===== src/rtl/snake_pixel_gen.sv =====
// -----------------------------------------------------------------------------
// snake_pixel_gen
//
// Pixel source for the 640x480 VGA timing stage. The Snake board is stored as
// a 40x30 grid of 2-bit cell codes, and each cell covers 16x16 pixels. The
// scan position is mapped to a cell, that cell is read from block RAM, and the
// code is turned into a 12-bit RGB colour. The latency from pos_x_i/pos_y_i to
// new_data_o is 3 clk. The pixel position advances every 4 clk, so the
// pipeline completes within one pixel period.
//
// Optional build macro: GRID_LINES_EN
//   When defined, an empty cell draws a C_GRID line on its first pixel row
//   and its first pixel column.
//   When undefined, empty cells are solid C_BG.
//
// Ports:
//   clk            100 MHz system clock
//   rst_n          asynchronous active-low reset
//   pos_x_i[9:0]   pixel column from the timing stage (>= 640 is blanking)
//   pos_y_i[9:0]   pixel row from the timing stage (>= 480 is blanking)
//   frame_tick_i   one-clk pulse per frame; drives the food blink
//   wr_en_i        board write strobe
//   wr_col_i[5:0]  write cell column, 0..COLS-1
//   wr_row_i[4:0]  write cell row, 0..ROWS-1
//   wr_code_i[1:0] cell code: 0 empty, 1 body, 2 head, 3 food
//   clear_req_i    one-clk request to sweep the whole board to empty
//   busy_o         high while the clear sweep runs
//   new_data_o     registered RGB {r[3:0], g[3:0], b[3:0]}
// -----------------------------------------------------------------------------
module snake_pixel_gen #(
  parameter int          COLS         = 40,
  parameter int          ROWS         = 30,
  parameter int          CELL_SHIFT   = 4,
  parameter int          BLINK_FRAMES = 15,
  parameter logic [11:0] C_BG         = 12'h000,
  parameter logic [11:0] C_BODY       = 12'h0F0,
  parameter logic [11:0] C_HEAD       = 12'hFF0,
  parameter logic [11:0] C_FOOD       = 12'hF00
`ifdef GRID_LINES_EN
  ,
  parameter logic [11:0] C_GRID       = 12'h222
`endif
) (
  input  logic        clk,
  input  logic        rst_n,
  input  logic [9:0]  pos_x_i,
  input  logic [9:0]  pos_y_i,
  input  logic        frame_tick_i,
  input  logic        wr_en_i,
  input  logic [5:0]  wr_col_i,
  input  logic [4:0]  wr_row_i,
  input  logic [1:0]  wr_code_i,
  input  logic        clear_req_i,
  output logic        busy_o,
  output logic [11:0] new_data_o
);

  localparam int          CELLS      = COLS * ROWS;
  localparam logic [5:0]  COLS_MAX   = 6'(COLS);
  localparam logic [4:0]  ROWS_MAX   = 5'(ROWS);
  localparam logic [10:0] LAST_ADDR  = 11'(CELLS - 1);
  localparam int          BW         = (BLINK_FRAMES > 1) ? $clog2(BLINK_FRAMES) : 1;
  localparam logic [BW-1:0] BLINK_LAST = BW'(BLINK_FRAMES - 1);

  typedef enum logic [0:0] {
    IDLE  = 1'b0,
    CLEAR = 1'b1
  } state_t;

  // row*40 + col, built from shifts so no multiplier is inferred.
  function automatic logic [10:0] cell_addr(input logic [4:0] row, input logic [5:0] col);
    return 11'({row, 5'b00000}) + 11'({row, 3'b000}) + 11'(col);
  endfunction

  // ---------------------------------------------------------------------------
  // Stage S0: register the cell coordinates and the range flag
  // ---------------------------------------------------------------------------
  logic [5:0] col_q;
  logic [4:0] row_q;
  logic       in_range0_q;
  logic       v0_q;
`ifdef GRID_LINES_EN
  logic [CELL_SHIFT-1:0] lowx0_q, lowy0_q;
  logic [CELL_SHIFT-1:0] lowx1_q, lowy1_q;
`endif

  always_ff @(posedge clk or negedge rst_n) begin
    if (!rst_n) begin
      col_q       <= '0;
      row_q       <= '0;
      in_range0_q <= 1'b0;
      v0_q        <= 1'b0;
`ifdef GRID_LINES_EN
      lowx0_q     <= '0;
      lowy0_q     <= '0;
`endif
    end else begin
      col_q       <= 6'(pos_x_i >> CELL_SHIFT);
      row_q       <= 5'(pos_y_i >> CELL_SHIFT);
      in_range0_q <= (pos_x_i < 10'd640) && (pos_y_i < 10'd480);
      v0_q        <= 1'b1;
`ifdef GRID_LINES_EN
      lowx0_q     <= pos_x_i[CELL_SHIFT-1:0];
      lowy0_q     <= pos_y_i[CELL_SHIFT-1:0];
`endif
    end
  end

  // ---------------------------------------------------------------------------
  // Stage S1: board RAM, one read port and one write port
  // ---------------------------------------------------------------------------
  logic [1:0]  mem [0:CELLS-1];
  logic [1:0]  rd_code_q;
  logic [10:0] rd_addr;
  logic        ram_we;
  logic [10:0] ram_waddr;
  logic [1:0]  ram_wdata;
  logic        in_range1_q;
  logic        v1_q;

  // Out-of-range scan positions would address past the board. They read cell 0,
  // and the range flag masks the result.
  assign rd_addr = in_range0_q ? cell_addr(row_q, col_q) : 11'd0;

  // Not reset: the board contents survive reset. The read samples the old
  // word when it collides with a write (read-first).
  always_ff @(posedge clk) begin
    if (ram_we) begin
      mem[ram_waddr] <= ram_wdata;
    end
    rd_code_q <= mem[rd_addr];
  end

  always_ff @(posedge clk or negedge rst_n) begin
    if (!rst_n) begin
      in_range1_q <= 1'b0;
      v1_q        <= 1'b0;
`ifdef GRID_LINES_EN
      lowx1_q     <= '0;
      lowy1_q     <= '0;
`endif
    end else begin
      in_range1_q <= in_range0_q;
      v1_q        <= v0_q;
`ifdef GRID_LINES_EN
      lowx1_q     <= lowx0_q;
      lowy1_q     <= lowy0_q;
`endif
    end
  end

  // ---------------------------------------------------------------------------
  // Food blink: the phase toggles every BLINK_FRAMES frame ticks
  // ---------------------------------------------------------------------------
  logic [BW-1:0] blink_cnt_q;
  logic          blink_phase_q;

  always_ff @(posedge clk or negedge rst_n) begin
    if (!rst_n) begin
      blink_cnt_q   <= '0;
      blink_phase_q <= 1'b0;
    end else if (frame_tick_i) begin
      if (blink_cnt_q == BLINK_LAST) begin
        blink_cnt_q   <= '0;
        blink_phase_q <= ~blink_phase_q;
      end else begin
        blink_cnt_q   <= blink_cnt_q + 1'b1;
      end
    end
  end

  // ---------------------------------------------------------------------------
  // Stage S2: colour map
  // ---------------------------------------------------------------------------
  logic [11:0] color_d;
  logic [11:0] new_data_q;

  always_comb begin
    color_d = C_BG;
    if (in_range1_q) begin
      case (rd_code_q)
        2'd1:    color_d = C_BODY;
        2'd2:    color_d = C_HEAD;
        2'd3:    color_d = blink_phase_q ? C_BG : C_FOOD;
        default: begin
`ifdef GRID_LINES_EN
          if ((lowx1_q == '0) || (lowy1_q == '0)) begin
            color_d = C_GRID;
          end
`endif
        end
      endcase
    end
  end

  always_ff @(posedge clk or negedge rst_n) begin
    if (!rst_n) begin
      new_data_q <= 12'h000;
    end else if (v1_q) begin
      new_data_q <= color_d;
    end
  end

  assign new_data_o = new_data_q;

  // ---------------------------------------------------------------------------
  // Write arbitration and the clear-sweep FSM
  // ---------------------------------------------------------------------------
  state_t      state_q, state_d;
  logic [10:0] clr_addr_q, clr_addr_d;

  always_ff @(posedge clk or negedge rst_n) begin
    if (!rst_n) begin
      state_q    <= IDLE;
      clr_addr_q <= '0;
    end else begin
      state_q    <= state_d;
      clr_addr_q <= clr_addr_d;
    end
  end

  always_comb begin
    state_d    = state_q;
    clr_addr_d = clr_addr_q;
    ram_we     = 1'b0;
    ram_waddr  = cell_addr(wr_row_i, wr_col_i);
    ram_wdata  = wr_code_i;
    case (state_q)
      IDLE: begin
        // A clear request takes priority over a write in the same clk.
        if (clear_req_i) begin
          state_d    = CLEAR;
          clr_addr_d = '0;
        end else if (wr_en_i && (wr_col_i < COLS_MAX) && (wr_row_i < ROWS_MAX)) begin
          ram_we = 1'b1;
        end
      end
      CLEAR: begin
        // The sweep owns the write port, so game writes are dropped.
        ram_we    = 1'b1;
        ram_waddr = clr_addr_q;
        ram_wdata = 2'd0;
        if (clr_addr_q == LAST_ADDR) begin
          state_d = IDLE;
        end else begin
          clr_addr_d = clr_addr_q + 11'd1;
        end
      end
      default: state_d = IDLE;
    endcase
  end

  assign busy_o = (state_q == CLEAR);

endmodule


===== config.mk =====
export PLATFORM = sky130hd
export DESIGN_NAME = snake_pixel_gen
export DESIGN_NICKNAME = d
export VERILOG_FILES = /design/src/rtl/snake_pixel_gen.sv
export SDC_FILE = /design/constraint.sdc
export NUM_CORES = 2
export LEC_CHECK = 0
export BUFFER_PORTS_ARGS = -buffer_cell sky130_fd_sc_hd__buf_2
export CORE_MARGIN = 5
export CORE_UTILIZATION = 39
export DETAILED_ROUTE_END_ITERATION = 8
export PLACE_DENSITY = 0.64
export SLEW_MARGIN = 20
export SYNTH_ARGS = -nofsm -noshare
export SYNTH_HDL_FRONTEND = slang
export SYNTH_SLANG_ARGS = --single-unit

===== constraint.sdc =====
create_clock -name clk -period 37.7 [get_ports clk]
set_input_delay 3.77 -clock clk [delete_from_list [all_inputs] [get_ports clk]]
set_output_delay 3.77 -clock clk [all_outputs]
set_load 0.05 [all_outputs]

==> reports/metrics.yaml <==
yosys:
  largest_family_of_logic_cells_by_synthesized_area: "multiplexers"
  syn_area_mm2: 0.1014
  yosys.area.top_type_share: 0.7104
  postSynthCellCount: 6795
  synthMuxAreaShare: 0.09428
  yosys_warnings: 0
  asyncSetResetFlopFracSynth: 0.01396
  post_synth_xor_area_fraction: 0.001036
  synth_simple_gate_area_share: 0.08685
  netlist.top_cell.by_area: "edfxtp_1"
  synth-adder-area-share: 0.003256
  yosys.cell_types.count: 89
  yosys-top-cells-area: "edfxtp_1, mux4_2, nor2_1"
  synth.yosys.seq_area_share: 0.7192
  mean_instance_size_in_the_synthesized_netlist_um2: 14.93
  flip_flop_cell_with_the_highest_count_after_synthesis: "edfxtp_1"
  compound_gate_portion_of_the_synthesized_area: 0.06634
  ys_seq_elements: 2436
  synth-edff-count: 2400
clocking:
  cts_tree: "built"
  clockBufferDepth: 3
  cts_sinks: 2436
  post_cts.repair.setup_buffers: 0
  cts_resized: 0
  clock_h_tree_levels: 4
  clk-insertion-delay-late_ns: 0.89
  ctsHoldBuffers: 0
  root_buffer: "clkbuf_16"
  clkTransAtPathRegs_ns: 0.06
  cts_buffers: 240
placement:
  placement.io_buffers: 38
  post-dp-hpwl_mm: 183.0
  dpl-instance-area_mm2: 0.1050
  place_ws_ns: 28.58
  gp_congestion: 0.8685
route:
  route.detailed.wl_per_inst_um: 32.10
  drt_iter0_markers: 10371
  detail_route.wirelength_mm: 331.2
  post_drt_via_cell_ratio: 6.223
  post_route_drc_violation_count: 0
  num_vias: 64198
  drt_pass1_iterations: 6
  antenna_violating_nets_post_route: 0
power:
  power_w: 0.005992
  cellLeakagePower_nw: 35.87
  power_per_cell_area_mw_per_mm2: 53.16
  max-vdd-ir-drop_v: 0.00005188
cells_and_area:
  design_area_mm2: 0.1127
  mostFrequentLayoutCells: "edfxtp_1, nor2_1, mux2i_1"
  nNetsFinal: 6756
  area_growth_syn_to_layout_pct: 11.10
  fraction_of_final_layout_cells_sized_beyond_drive_strength_1: 0.1455
  layout.cells.most_common: "edfxtp_1"
die:
  top_level_ports: 51
  dieWidth_um: 520.0
  die_y_um: 520.0
  die-area_mm2: 0.2704
  initial_utilization: 0.3913
  coreArea_mm2: 0.2592
  rows: 187
sta:
  setup-violations-final: 0
  final_skew_ns: 0.03027
  post-route-period-util: 0.2108
  grt_setup_unrepaired: "no"
  worst-slew-pin-transition_ns: 1.375
  final_hold_viol_count: 0
  max_freq_mhz: 125.8
  slew_headroom: 0.08211
  layout_min_cycle_time_ns: 7.947
  timing_max_transition_violations_final: 0
  finalSetupTns_ns: 0
  setup_slack_ns: 29.75
  final.hold.worst_slack_ns: 0.3573
worst_hold_path:
  path_category_of_the_worst_min_delay_check: "flip-flop to flip-flop"
global_route:
  grt_overflow_total: 0
  number_of_global_route_vias_before_repair: 62979
  grt_usage: 0.2374
  grt_start_max_net_pins: 236
  grt_pass1_wl_mm: 462.6
  initial_antenna_violation_count: 9
critical_path:
  cp_data_arrival_time_ns: 8.54
  required_time_at_the_worst_slack_endpoint_ns: 38.29
  worst_setup_path_start_kind: "primary input"
  timing.critical_path.to_type: "flip-flop"
  path_max_fanout: 235
  timing.setup.critical_path_class: "primary input to flip-flop"
job:
  cap_violations: 0
outcome:
  outcome: "complete, no violations"
[final cells by class]
type	count	area [µm²]
timing repair buffer	221	1683
inverter	27	103.9
multi-input combinational	3768	26070
antenna	12	30.03
clock inverter	147	1179
tap	3402	4257
clock buffer	303	6409
fill	22781	146500
sequential	2436	72980
[registers in the layout (all words and copies together), names as in the netlist]
| name | count |
|---|---|
| blink_phase_q | 1 |
| mem | 2400 |
| busy_o | 1 |
| v1_q | 1 |
| in_range1_q | 1 |
| clr_addr_q | 11 |
| blink_cnt_q | 4 |
| v0_q | 1 |
| col_q | 6 |
| rd_code_q | 2 |
| row_q | 5 |
| in_range0_q | 1 |
| new_data_o | 2 |
[Yosys cell counts (all sizes together) (16+ instances only)]
library cell	number
dfrtp	34
a221oi	52
mux2	78
a22oi	43
nand2	395
nor3	36
nand3b	34
mux2i	339
nand2b	99
a222oi	29
nor2	1331
edfxtp	2400
a211oi	59
and2	21
mux4	235
nand4	16
o21ai	172
a221o	21
clkbuf	303
a31oi	43
ha	20
nand3	77
inv	27
o211ai	40
buf	264
and3	17
o221ai	92
or3	31
o22ai	105
a21oi	176
[per-layer routing]
| layer | track usage | share of wire |
|---|---|---|
| met2 | 0.3557 | 0.44 |
| met3 | 0.06638 | 0.14 |
| met4 | 0.1124 | 0.056 |
| met1 | 0.3215 | 0.36 |
| met5 | 0 | 0.000033 |
[per-stage QoR]
stage,cells,util
after global routing,10305,0.4346
after detailed placement,9854,0.4050
after global placement,9854,0.4049
after CTS,10304,0.4343
final,10316,0.4347
after floorplan,6798,-
[kinds of logic after synthesis]
logic type | after synthesis
other | 2
adders and majority gates | 24
and+or+nand+nor | 2105
xor gates and xnor gates | 12
muxes | 652
AOI/OAI and AO/OA | 970
buffers and inverters | 594
DFF | 2436
[power breakdown]
group / internal, W / switching [W]
sequential: 0.00295 / 0.0000176
clock: 0.00131 / 0.00103
combinational: 0.000132 / 0.000548
total: 0.00439 / 0.00160
[worst max-delay path: stages]
cell and delay, ns:
buf_2 0.08, nor2b_4 0.68, buf_12 0.47, buf_12 0.56, buf_4 0.92, buf_4 0.90, buf_4 0.62
[final timing paths]
check | slack (ns) | depth (start not counted) | to | start
worst max register to register | 30.77 | 13 | rd_code_q[1]$_DFF_P_ | in_range0_q$_DFF_PN0_
worst min register to register | 0.36 | 0 | v1_q$_DFF_PN0_ | v0_q$_DFF_PN0_
max in group asynchronous | 34.38 | 1 | col_q[1]$_DFF_PN0_ | rst_n
min in group asynchronous | 2.88 | 1 | col_q[2]$_DFF_PN0_ | rst_n
worst max-delay path | 29.75 | 7 | mem[458][0]$_DFFE_PP_ | wr_code_i[0]
worst min-delay path | 0.36 | 0 | v1_q$_DFF_PN0_ | v0_q$_DFF_PN0_
Note: power is estimated with default switching activity, not from simulation.
